[config.mk]
export PLATFORM = sky130hd
export DESIGN_NAME = ternary_neuron_acc
export DESIGN_NICKNAME = d
export VERILOG_FILES = /design/src/rtl/tnn_pkg.sv /design/src/rtl/tnn_sat_add.sv /design/src/rtl/ternary_neuron_acc.sv
export SDC_FILE = /design/constraint.sdc
export NUM_CORES = 1
export LEC_CHECK = 0
export CORE_ASPECT_RATIO = 1.25
export CORE_MARGIN = 5
export CORE_UTILIZATION = 59
export CTS_CLUSTER_DIAMETER = 50
export DETAILED_ROUTE_END_ITERATION = 6
export PLACE_DENSITY = 0.85
export SETUP_SLACK_MARGIN = 0.02
export SLEW_MARGIN = 20
export SYNTH_ARGS = -nofsm -noshare
export SYNTH_HDL_FRONTEND = slang
export SYNTH_SLANG_ARGS = --single-unit
[constraint.sdc]
create_clock -name clk -period 7.1 [get_ports clk]
set_input_delay 1.42 -clock clk [delete_from_list [all_inputs] [get_ports clk]]
set_output_delay 1.42 -clock clk [all_outputs]
set_load 0.1 [all_outputs]
[src/rtl/tnn_pkg.sv]
// Shared types and helpers for the ternary neuron accumulator.
// Holds the activation codes, the frame FSM states and the threshold function.
package tnn_pkg;

  localparam logic [1:0] ACT_POS  = 2'b01;
  localparam logic [1:0] ACT_NEG  = 2'b11;
  localparam logic [1:0] ACT_ZERO = 2'b00;

  typedef enum logic [1:0] {
    IDLE = 2'd0,
    ACC  = 2'd1,
    OUT  = 2'd2
  } tnn_state_e;

  // Operands arrive sign-extended to 32 bits so that one function serves any ACC_W.
  // The upper threshold is tested first, so +1 wins when thr_lo >= thr_hi.
  function automatic logic [1:0] ternary_of(input logic signed [31:0] acc,
                                            input logic signed [31:0] thr_hi,
                                            input logic signed [31:0] thr_lo);
    if (acc >= thr_hi) return ACT_POS;
    if (acc <= thr_lo) return ACT_NEG;
    return ACT_ZERO;
  endfunction

endpackage

[src/rtl/tnn_sat_add.sv]
// Signed ACC_W adder used for the accumulate step.
// Defining TNN_ACC_SATURATE_EN clamps overflow; without it the sum wraps.
module tnn_sat_add #(
  parameter int unsigned ACC_W = 10
) (
  input  logic signed [ACC_W-1:0] i_a,
  input  logic signed [ACC_W-1:0] i_b,
  output logic signed [ACC_W-1:0] o_sum
);

  logic signed [ACC_W-1:0] w_wrap;
  logic                    w_ovf;

  assign w_wrap = i_a + i_b;
  // Overflow is only possible when both operands share a sign that the result lost.
  assign w_ovf  = (i_a[ACC_W-1] == i_b[ACC_W-1]) && (w_wrap[ACC_W-1] != i_a[ACC_W-1]);

`ifdef TNN_ACC_SATURATE_EN
  always_comb begin
    o_sum = w_wrap;
    if (w_ovf) begin
      o_sum = i_a[ACC_W-1] ? {1'b1, {(ACC_W-1){1'b0}}} : {1'b0, {(ACC_W-1){1'b1}}};
    end
  end
`else
  logic w_ovf_unused;
  assign w_ovf_unused = w_ovf;
  assign o_sum        = w_wrap;
`endif

endmodule

[src/rtl/ternary_neuron_acc.sv]
// Accumulates (pc_pos - pc_neg) over NUM_BEATS beats and thresholds into a ternary activation.
// Accumulator saturation is selected at build time by TNN_ACC_SATURATE_EN (see tnn_sat_add).
module ternary_neuron_acc
  import tnn_pkg::*;
#(
  parameter int unsigned PC_W      = 5,
  parameter int unsigned NUM_BEATS = 4,
  parameter int unsigned ACC_W     = 10
) (
  input  logic                    clk,
  input  logic                    rst_n,
  input  logic                    in_valid,
  output logic                    in_ready,
  input  logic [PC_W-1:0]         pc_pos,
  input  logic [PC_W-1:0]         pc_neg,
  input  logic signed [ACC_W-1:0] thr_hi,
  input  logic signed [ACC_W-1:0] thr_lo,
  output logic                    out_valid,
  input  logic                    out_ready,
  output logic [1:0]              out_act,
  output logic signed [ACC_W-1:0] out_acc
);

  tnn_state_e              r_state, w_state_d;
  logic [7:0]              r_cnt;
  logic signed [ACC_W-1:0] r_acc, r_thr_hi, r_thr_lo, r_out_acc;
  logic [1:0]              r_out_act;

  logic                    w_accept, w_first, w_last;
  logic [7:0]              w_cnt_next;
  logic signed [PC_W:0]    w_diff_n;
  logic signed [ACC_W-1:0] w_diff, w_sum, w_acc_next, w_thr_hi, w_thr_lo;
  logic [1:0]              w_act_next;

  assign w_diff_n = $signed({1'b0, pc_pos}) - $signed({1'b0, pc_neg});
  assign w_diff   = ACC_W'(w_diff_n);

  tnn_sat_add #(
    .ACC_W (ACC_W)
  ) u_add (
    .i_a   (r_acc),
    .i_b   (w_diff),
    .o_sum (w_sum)
  );

  // in_ready is held low while reset is asserted, even though the state reads IDLE.
  assign in_ready  = rst_n && ((r_state != OUT) || out_ready);
  assign out_valid = (r_state == OUT);
  assign out_act   = r_out_act;
  assign out_acc   = r_out_acc;

  // An accept outside ACC always opens a new frame, including the OUT-state overlap.
  assign w_accept   = in_valid && in_ready;
  assign w_first    = w_accept && (r_state != ACC);
  assign w_acc_next = w_first ? w_diff : w_sum;
  assign w_cnt_next = w_first ? 8'd1 : r_cnt + 8'd1;
  assign w_last     = (w_cnt_next == 8'(NUM_BEATS));
  assign w_thr_hi   = w_first ? thr_hi : r_thr_hi;
  assign w_thr_lo   = w_first ? thr_lo : r_thr_lo;
  assign w_act_next = ternary_of(32'(w_acc_next), 32'(w_thr_hi), 32'(w_thr_lo));

  always_comb begin
    w_state_d = r_state;
    unique case (r_state)
      IDLE: if (w_accept) w_state_d = w_last ? OUT : ACC;
      ACC:  if (w_accept && w_last) w_state_d = OUT;
      OUT: begin
        if (w_accept)       w_state_d = w_last ? OUT : ACC;
        else if (out_ready) w_state_d = IDLE;
      end
      default: w_state_d = IDLE;
    endcase
  end

  always_ff @(posedge clk or negedge rst_n) begin
    if (!rst_n) begin
      r_state   <= IDLE;
      r_cnt     <= '0;
      r_acc     <= '0;
      r_thr_hi  <= '0;
      r_thr_lo  <= '0;
      r_out_acc <= '0;
      r_out_act <= ACT_ZERO;
    end else begin
      r_state <= w_state_d;
      if (w_accept) begin
        r_acc <= w_acc_next;
        r_cnt <= w_cnt_next;
      end
      if (w_first) begin
        r_thr_hi <= thr_hi;
        r_thr_lo <= thr_lo;
      end
      if (w_accept && w_last) begin
        r_out_acc <= w_acc_next;
        r_out_act <= w_act_next;
      end
    end
  end

endmodule

==> metrics, run 1 <==
Tmin final 5.60 ns; Synth-to-Final Area Change 19.1%; Die ar. 0.00729 sq mm; vias in the first global route 2878; gpl congestion 0.994; worst stage delay on the critical path 0.46 ns; Synth Register Bits 52; Slew headroom 34.9%; Fmax achieved 179 MHz; CTS tree yes; WP buf/inv 3; CTS Hold Bufs 0; DRC errors left 0; required time worst endpoint 7.33 ns; number of synthesized flops with an enable pin 0; library cells used by synthesis 52; H-tree depth 2; vias post-DR 2804; post-layout util 72.7%; largest delay contributor family on the critical path adder cells; smallest hold slack 0.494 ns; Clock Tree Buf Depth 2; clock net sink count 52; io pins 48; number of max-cap violations 0; clk root buf clkbuf_8; Hold Crit Class reg -> reg; final wirelength 7560 um; Crit. End Element flip-flop; critical path class in -> reg; Cells on Worst Hold Path 2; first drt pass iteration count 4; diode count 0; CTS resizes 0; status complete, no violations; worst-margin pin slew 0.973 ns; Syn Area/Cell 9.19 sq um; Worst Path Arrival 5.83 ns; period utilisation layout 78.8%; Max VDD drop 0.000250 V; sequential element share of the synthesized area 38.9%; Initial Util 61.1%; WL/cell 15.9 um; total track usage 21.5%; post-synth top area share 38.9%; Setup Skew 0.00842 ns; R2R cell count 16; Hold Vio Cnt, Final 0; RSZ-0062 raised after global routing false; Via-to-Cell Ratio 5.89; Pwr Density 471 mW/mm^2; Die Wd 77.4 um; ranking of synthesized cells by area dfrtp_1 (39%), ha_1 (13%), mux2i_1 (5.4%), nand2_1 (5.2%), o21ai_0 (4.8%); postcts setup bufs 0; most used cell, CP ha_1; post-synth top area cell dfrtp_1; Yosys warnings 0; Routed Antenna Nets 0; PortBufs 47; largest net degree at the start of global routing 37; syn_nets 434; CP Max Fanout 4; share of cells above drive strength 1 6.07%; initial DRC count 140; first-pass GRT wire length 12800 um; clock transition at the registers of the reported paths 0.09 ns; cell at the slowest stage of the critical path clkdlybuf4s50_1; HPWL Detailed 5850 um; Final Total Pwr 1.88 mW; core area 0.00548 sq mm; Pins Over Slew Limit 0; synthesized instance count 364; GRT overflow 0; Synth Cell Area 0.00335 sq mm; Inserted Clock Buffers 5; Post-synth top flop dfrtp_1; CP startpoint kind primary input; asr flop ratio synth 100%; row count 30; worst path cell trace clkdlybuf4s50_1, ha_1, inv_1, fa_1, a21o_1, a21oi_1, xnor2_1, ha_1, or3_1, o211a_1, or3_1, a31oi_1, inv_1, ha_1, nand4_1, nor2_1, a22oi_1, maj3_2, a31oi_1; Die H 94.2 um; initial antenna violation count 0; nets@finish 481; setup TNS 0 ns; Setup violations, final 0; FILL cells 396; WP depth 19; Clk Latency, worst-skew pair 0.31 ns; Pleak 1.88 nW
-- area by class of cell --
class,count,area (sq um),area share [%]
Tap cell,64,80.1,2.01
Inverter,38,143,3.58
Sequential cell,52,1300,32.6
Clock buffer,6,72.6,1.82
Timing Repair Buffer,49,480,12.1
Multi-Input combinational cell,265,1870,46.9
Clock inverter,2,38.8,0.973
-- state kept, by name (all words and copies together) (netlist names) --
name,flops
r_cnt,8
r_thr_lo,10
out_acc,10
r_acc,10
r_state,2
out_act,2
r_thr_hi,10
-- metal layers --
layer / track usage (%) / vias up / share of wire, %
li1: - / 1365 / -
met1: 24.6 / 1348 / 41
met2: 39.4 / 72 / 52
met3: 3.45 / 19 / 3.8
met4: 8.88 / 0 / 2.6
met5: 0 / - / 0
-- power breakdown --
part,switching (mW),internal (mW)
combinational,0.747,0.441
clock,0.101,0.107
sequential,0.0679,0.412
total,0.916,0.960
-- logic make-up (layout without fill, tap and decap cells) --
group           Yosys count  count (layout)  share of synthesized area (%)
buf+inv                  47              95                           5.38
fa+ha+maj                37              37                           14.2
compound gates           92              92                           17.7
mux                      18              18                           5.38
simple gates            112             112                           16.9
xor+xnor                  6               6                           1.57
flops                    52              52                           38.9
-- synthesized netlist by cell type (3+ instances only) --
| cell | n |
|---|---|
| or3_1 | 3 |
| nand4_1 | 3 |
| and2_1 | 3 |
| mux2i_1 | 18 |
| nand3_1 | 5 |
| nand2_1 | 46 |
| xnor2_1 | 5 |
| nor3_1 | 5 |
| o211ai_1 | 3 |
| o21ai_0 | 32 |
| a31oi_1 | 5 |
| nor2_1 | 22 |
| o21a_1 | 3 |
| a22o_1 | 3 |
| buf_2 | 3 |
| o21ai_1 | 10 |
| nor2b_1 | 8 |
| a21oi_1 | 17 |
| ha_1 | 34 |
| dfrtp_1 | 52 |
| and3_1 | 7 |
| clkbuf_1 | 6 |
| inv_1 | 38 |
-- placed cells by master, fill, tap and decap left out, types with 3 or more instances in the layout --
cell	instances
o21a_1	3
o21ai_0	32
clkbuf_8	5
o211ai_1	3
ha_1	34
nor2b_1	8
nor2_1	22
nand4_1	3
xnor2_1	5
and3_1	7
or3_1	3
a22o_1	3
nand3_1	5
a31oi_1	5
o21ai_1	10
dfrtp_1	52
nand2_1	46
and2_1	3
a21oi_1	17
mux2i_1	18
clkdlybuf4s50_1	46
inv_1	38
nor3_1	4
-- worst paths after layout --
path / endpoint / slack (ns) / from
setup / recovery: out_act[0]$_DFFE_PN0P_ / 1.50 / pc_neg[0]
hold / removal: out_acc[0]$_DFFE_PN0P_ / 0.49 / out_acc[0]$_DFFE_PN0P_
setup reg to reg: out_act[0]$_DFFE_PN0P_ / 3.62 / r_acc[0]$_DFFE_PN0P_
hold reg to reg: out_acc[0]$_DFFE_PN0P_ / 0.49 / out_acc[0]$_DFFE_PN0P_
max in group asynchronous: out_acc[4]$_DFFE_PN0P_ / 5.15 / rst_n
min in group asynchronous: r_state[0]$_DFFE_PN0P_ / 1.19 / rst_n
-- through the flow --
stage,area [sq um],cells,worst slack [ns]
after global placement,3870,468,1.39
after CTS,3990,476,1.56
after floorplan,3350,364,2.14
after global routing,3990,476,1.32
after detailed placement,3870,468,1.27
final,3990,476,1.50
-- worst reg2reg max path: cells and delay by family, from the launching register on --
kind                     cells  cell delay (ns)
AO/OA/AOI/OAI                7             1.20
adder cells (fa/ha/maj)      4             1.25
buffers and inverters        2             0.19
flip-flops                   1             0.37
AND/OR/NAND/NOR              3             0.40
Power figures use the tool's default switching activity.
==> inputs of run 2 (changes only) <==
- CORE_UTILIZATION: 59 -> 55
- PLACE_DENSITY: 0.85 -> 0.8
- clock period: 7.1 -> 5.67 ns (I/O delays scaled with it)
==> run 2 against run 1 <==
Net effect:
- sequential share of layout area decreased by 0.092 points
- largest power group unchanged
- non-clock buffer count increased by 1
- sequential power increased by 24%
- die area increased by 6.4%
==> metrics, run 2 (synthesis gave the netlist of run 1 again) <==
CP startpoint kind primary input; H-tree depth 2; row count 31; Int Pwr 1.18 mW; Pleak 1.88 nW; Setup Skew 0.00900 ns; Initial Util 57.1%; first-pass GRT wire length 12700 um; clock net sink count 52; Setup violations, final 0; Pwr Density 577 mW/mm^2; R2R cell count 17; clock network power share 9.7%; most common library cell in the layout ignoring fill and taps dfrtp_1; switch share 49.0%; HPWL Detailed 5780 um; postcts setup bufs 0; Routed Antenna Nets 0; gpl congestion 0.927; hold path start out_acc[5]$_DFFE_PN0P_; status complete, no violations; Die ar. 0.00776 sq mm; initial antenna violation count 0; placed instance area 0.00391 sq mm; Die H 97.2 um; first drt pass iteration count 4; reg2reg end out_act[0]$_DFFE_PN0P_; Inserted Clock Buffers 5; critical path class in -> reg; Hold Crit Class reg -> reg; Clk Latency, worst-skew pair 0.32 ns; Slew headroom 33.9%; worst setup margin 0.492 ns; Tmin final 5.18 ns; worst reg-to-reg setup slack 2.16 ns; Comb pwr share 64.4%; io pins 48; GRT overflow 0; CP Max Fanout 5; reg2reg start r_acc[0]$_DFFE_PN0P_; CTS Hold Bufs 0; pre-CTS WS 0.196 ns; Clock Tree Buf Depth 2; Crit. End Element flip-flop; Max VDD drop 0.000362 V; CTS tree yes; core area 0.00586 sq mm; nets@finish 482; P_sw 1.13 mW; RSZ-0062 raised after global routing false; WL/cell 15.1 um; vias in the first global route 2801; clk root buf clkbuf_8; Pins Over Slew Limit 0; Worst Path Arrival 5.38 ns; highest-count cells in the layout ignoring fill and taps dfrtp_1 (52), nand2_1 (46), clkdlybuf4s50_1 (46); number of max-cap violations 0; CTS resizes 0; Synth-to-Final Area Change 19.4%; Layout Cells excl Fill 495; Via-to-Cell Ratio 5.57; dpl cells 487; Cells on Worst Hold Path 2; WHS Endpoint out_acc[5]$_DFFE_PN0P_; worst-margin pin slew 0.988 ns; clock transition at the registers of the reported paths 0.09 ns; Hold Vio Cnt, Final 0; largest net degree at the start of global routing 44; vias post-DR 2755; final instance area 0.00400 sq mm; diode count 0; DRC errors left 0; initial DRC count 144; Final Total Pwr 2.31 mW; Die Wd 79.8 um; PortBufs 47; period utilisation layout 91.3%; setup TNS 0 ns; share of cells above drive strength 1 6.54%; post-layout util 68.3%; smallest hold slack 0.486 ns; register share of total power 25.9%; total track usage 20.3%; final wirelength 7450 um; Fmax achieved 193 MHz; required time worst endpoint 5.87 ns
[run 2: changes by cell type in the layout (fill, tap and decap cells not counted), sizes merged]
cell    delta
buf        +1
bufinv     -1
clkinv     +2
inv        -1
[run 2: worst max path at each step]
stage	startpoint	endpoint	slack, ns	cells past startpoint
after global routing	pc_neg[1]	out_act[0]$_DFFE_PN0P_	0.19	20
final	pc_neg[0]	out_act[0]$_DFFE_PN0P_	0.49	20
after CTS	pc_neg[0]	out_act[0]$_DFFE_PN0P_	0.51	20
after floorplan	pc_pos[0]	out_act[0]$_DFFE_PN0P_	0.99	20
after detailed placement	pc_neg[0]	out_act[0]$_DFFE_PN0P_	0.20	20
after global placement	pc_neg[0]	out_act[0]$_DFFE_PN0P_	0.38	19
[run 2: worst max-delay path, stage by stage]
cell             delay [ns]
clkdlybuf4s50_1        0.48
ha_1                   0.17
inv_1                  0.05
fa_1                   0.39
a21o_1                 0.20
a21oi_1                0.17
xnor2_1                0.17
ha_1                   0.33
a21boi_1               0.18
o21a_1                 0.19
or3_1                  0.31
a31oi_1                0.28
inv_1                  0.10
ha_1                   0.30
nand4_1                0.13
a21oi_1                0.16
o21ai_0                0.11
a22oi_1                0.19
maj3_2                 0.25
a31oi_1                0.08
[run 2: final cells by class]
| type | instances | area [sq um] |
|---|---|---|
| clock buffer | 6 | 82.6 |
| clock inverter | 2 | 10.0 |
| fill | 490 | 1860 |
| inverter | 38 | 143 |
| multi-input combinational | 265 | 1870 |
| sequential | 52 | 1300 |
| tap | 82 | 103 |
| timing repair buffer | 50 | 488 |
[run 2: layer usage]
layer	part of all wire (%)	global-route usage [%]	vias up	wire (um)
met5	0	0	-	0
met4	1.3	7.67	0	100
met3	4.2	3.62	8	314
met2	51	34.9	54	3840
met1	43	24.9	1325	3200
li1	-	-	1368	-
[run 2: power by group through the flow]
| stage | Clock (mW) | Sequential (mW) | Combinational (mW) |
|---|---|---|---|
| 2_1_floorplan | 0 | 0.788 | 0.904 |
| 3_3_place_gp | 0 | 0.599 | 1.43 |
| 3_5_place_dp | 0 | 0.604 | 1.48 |
| 4_1_cts | 0.230 | 0.597 | 1.48 |
| 5_1_grt | 0.241 | 0.618 | 1.65 |
| 6_report | 0.224 | 0.597 | 1.48 |
==> inputs of run 3 (changes only) <==
- CAP_MARGIN: not set -> 10
==> results of run 3 <==
No change in the layout: final DEF, timing and power equal those of run 2.
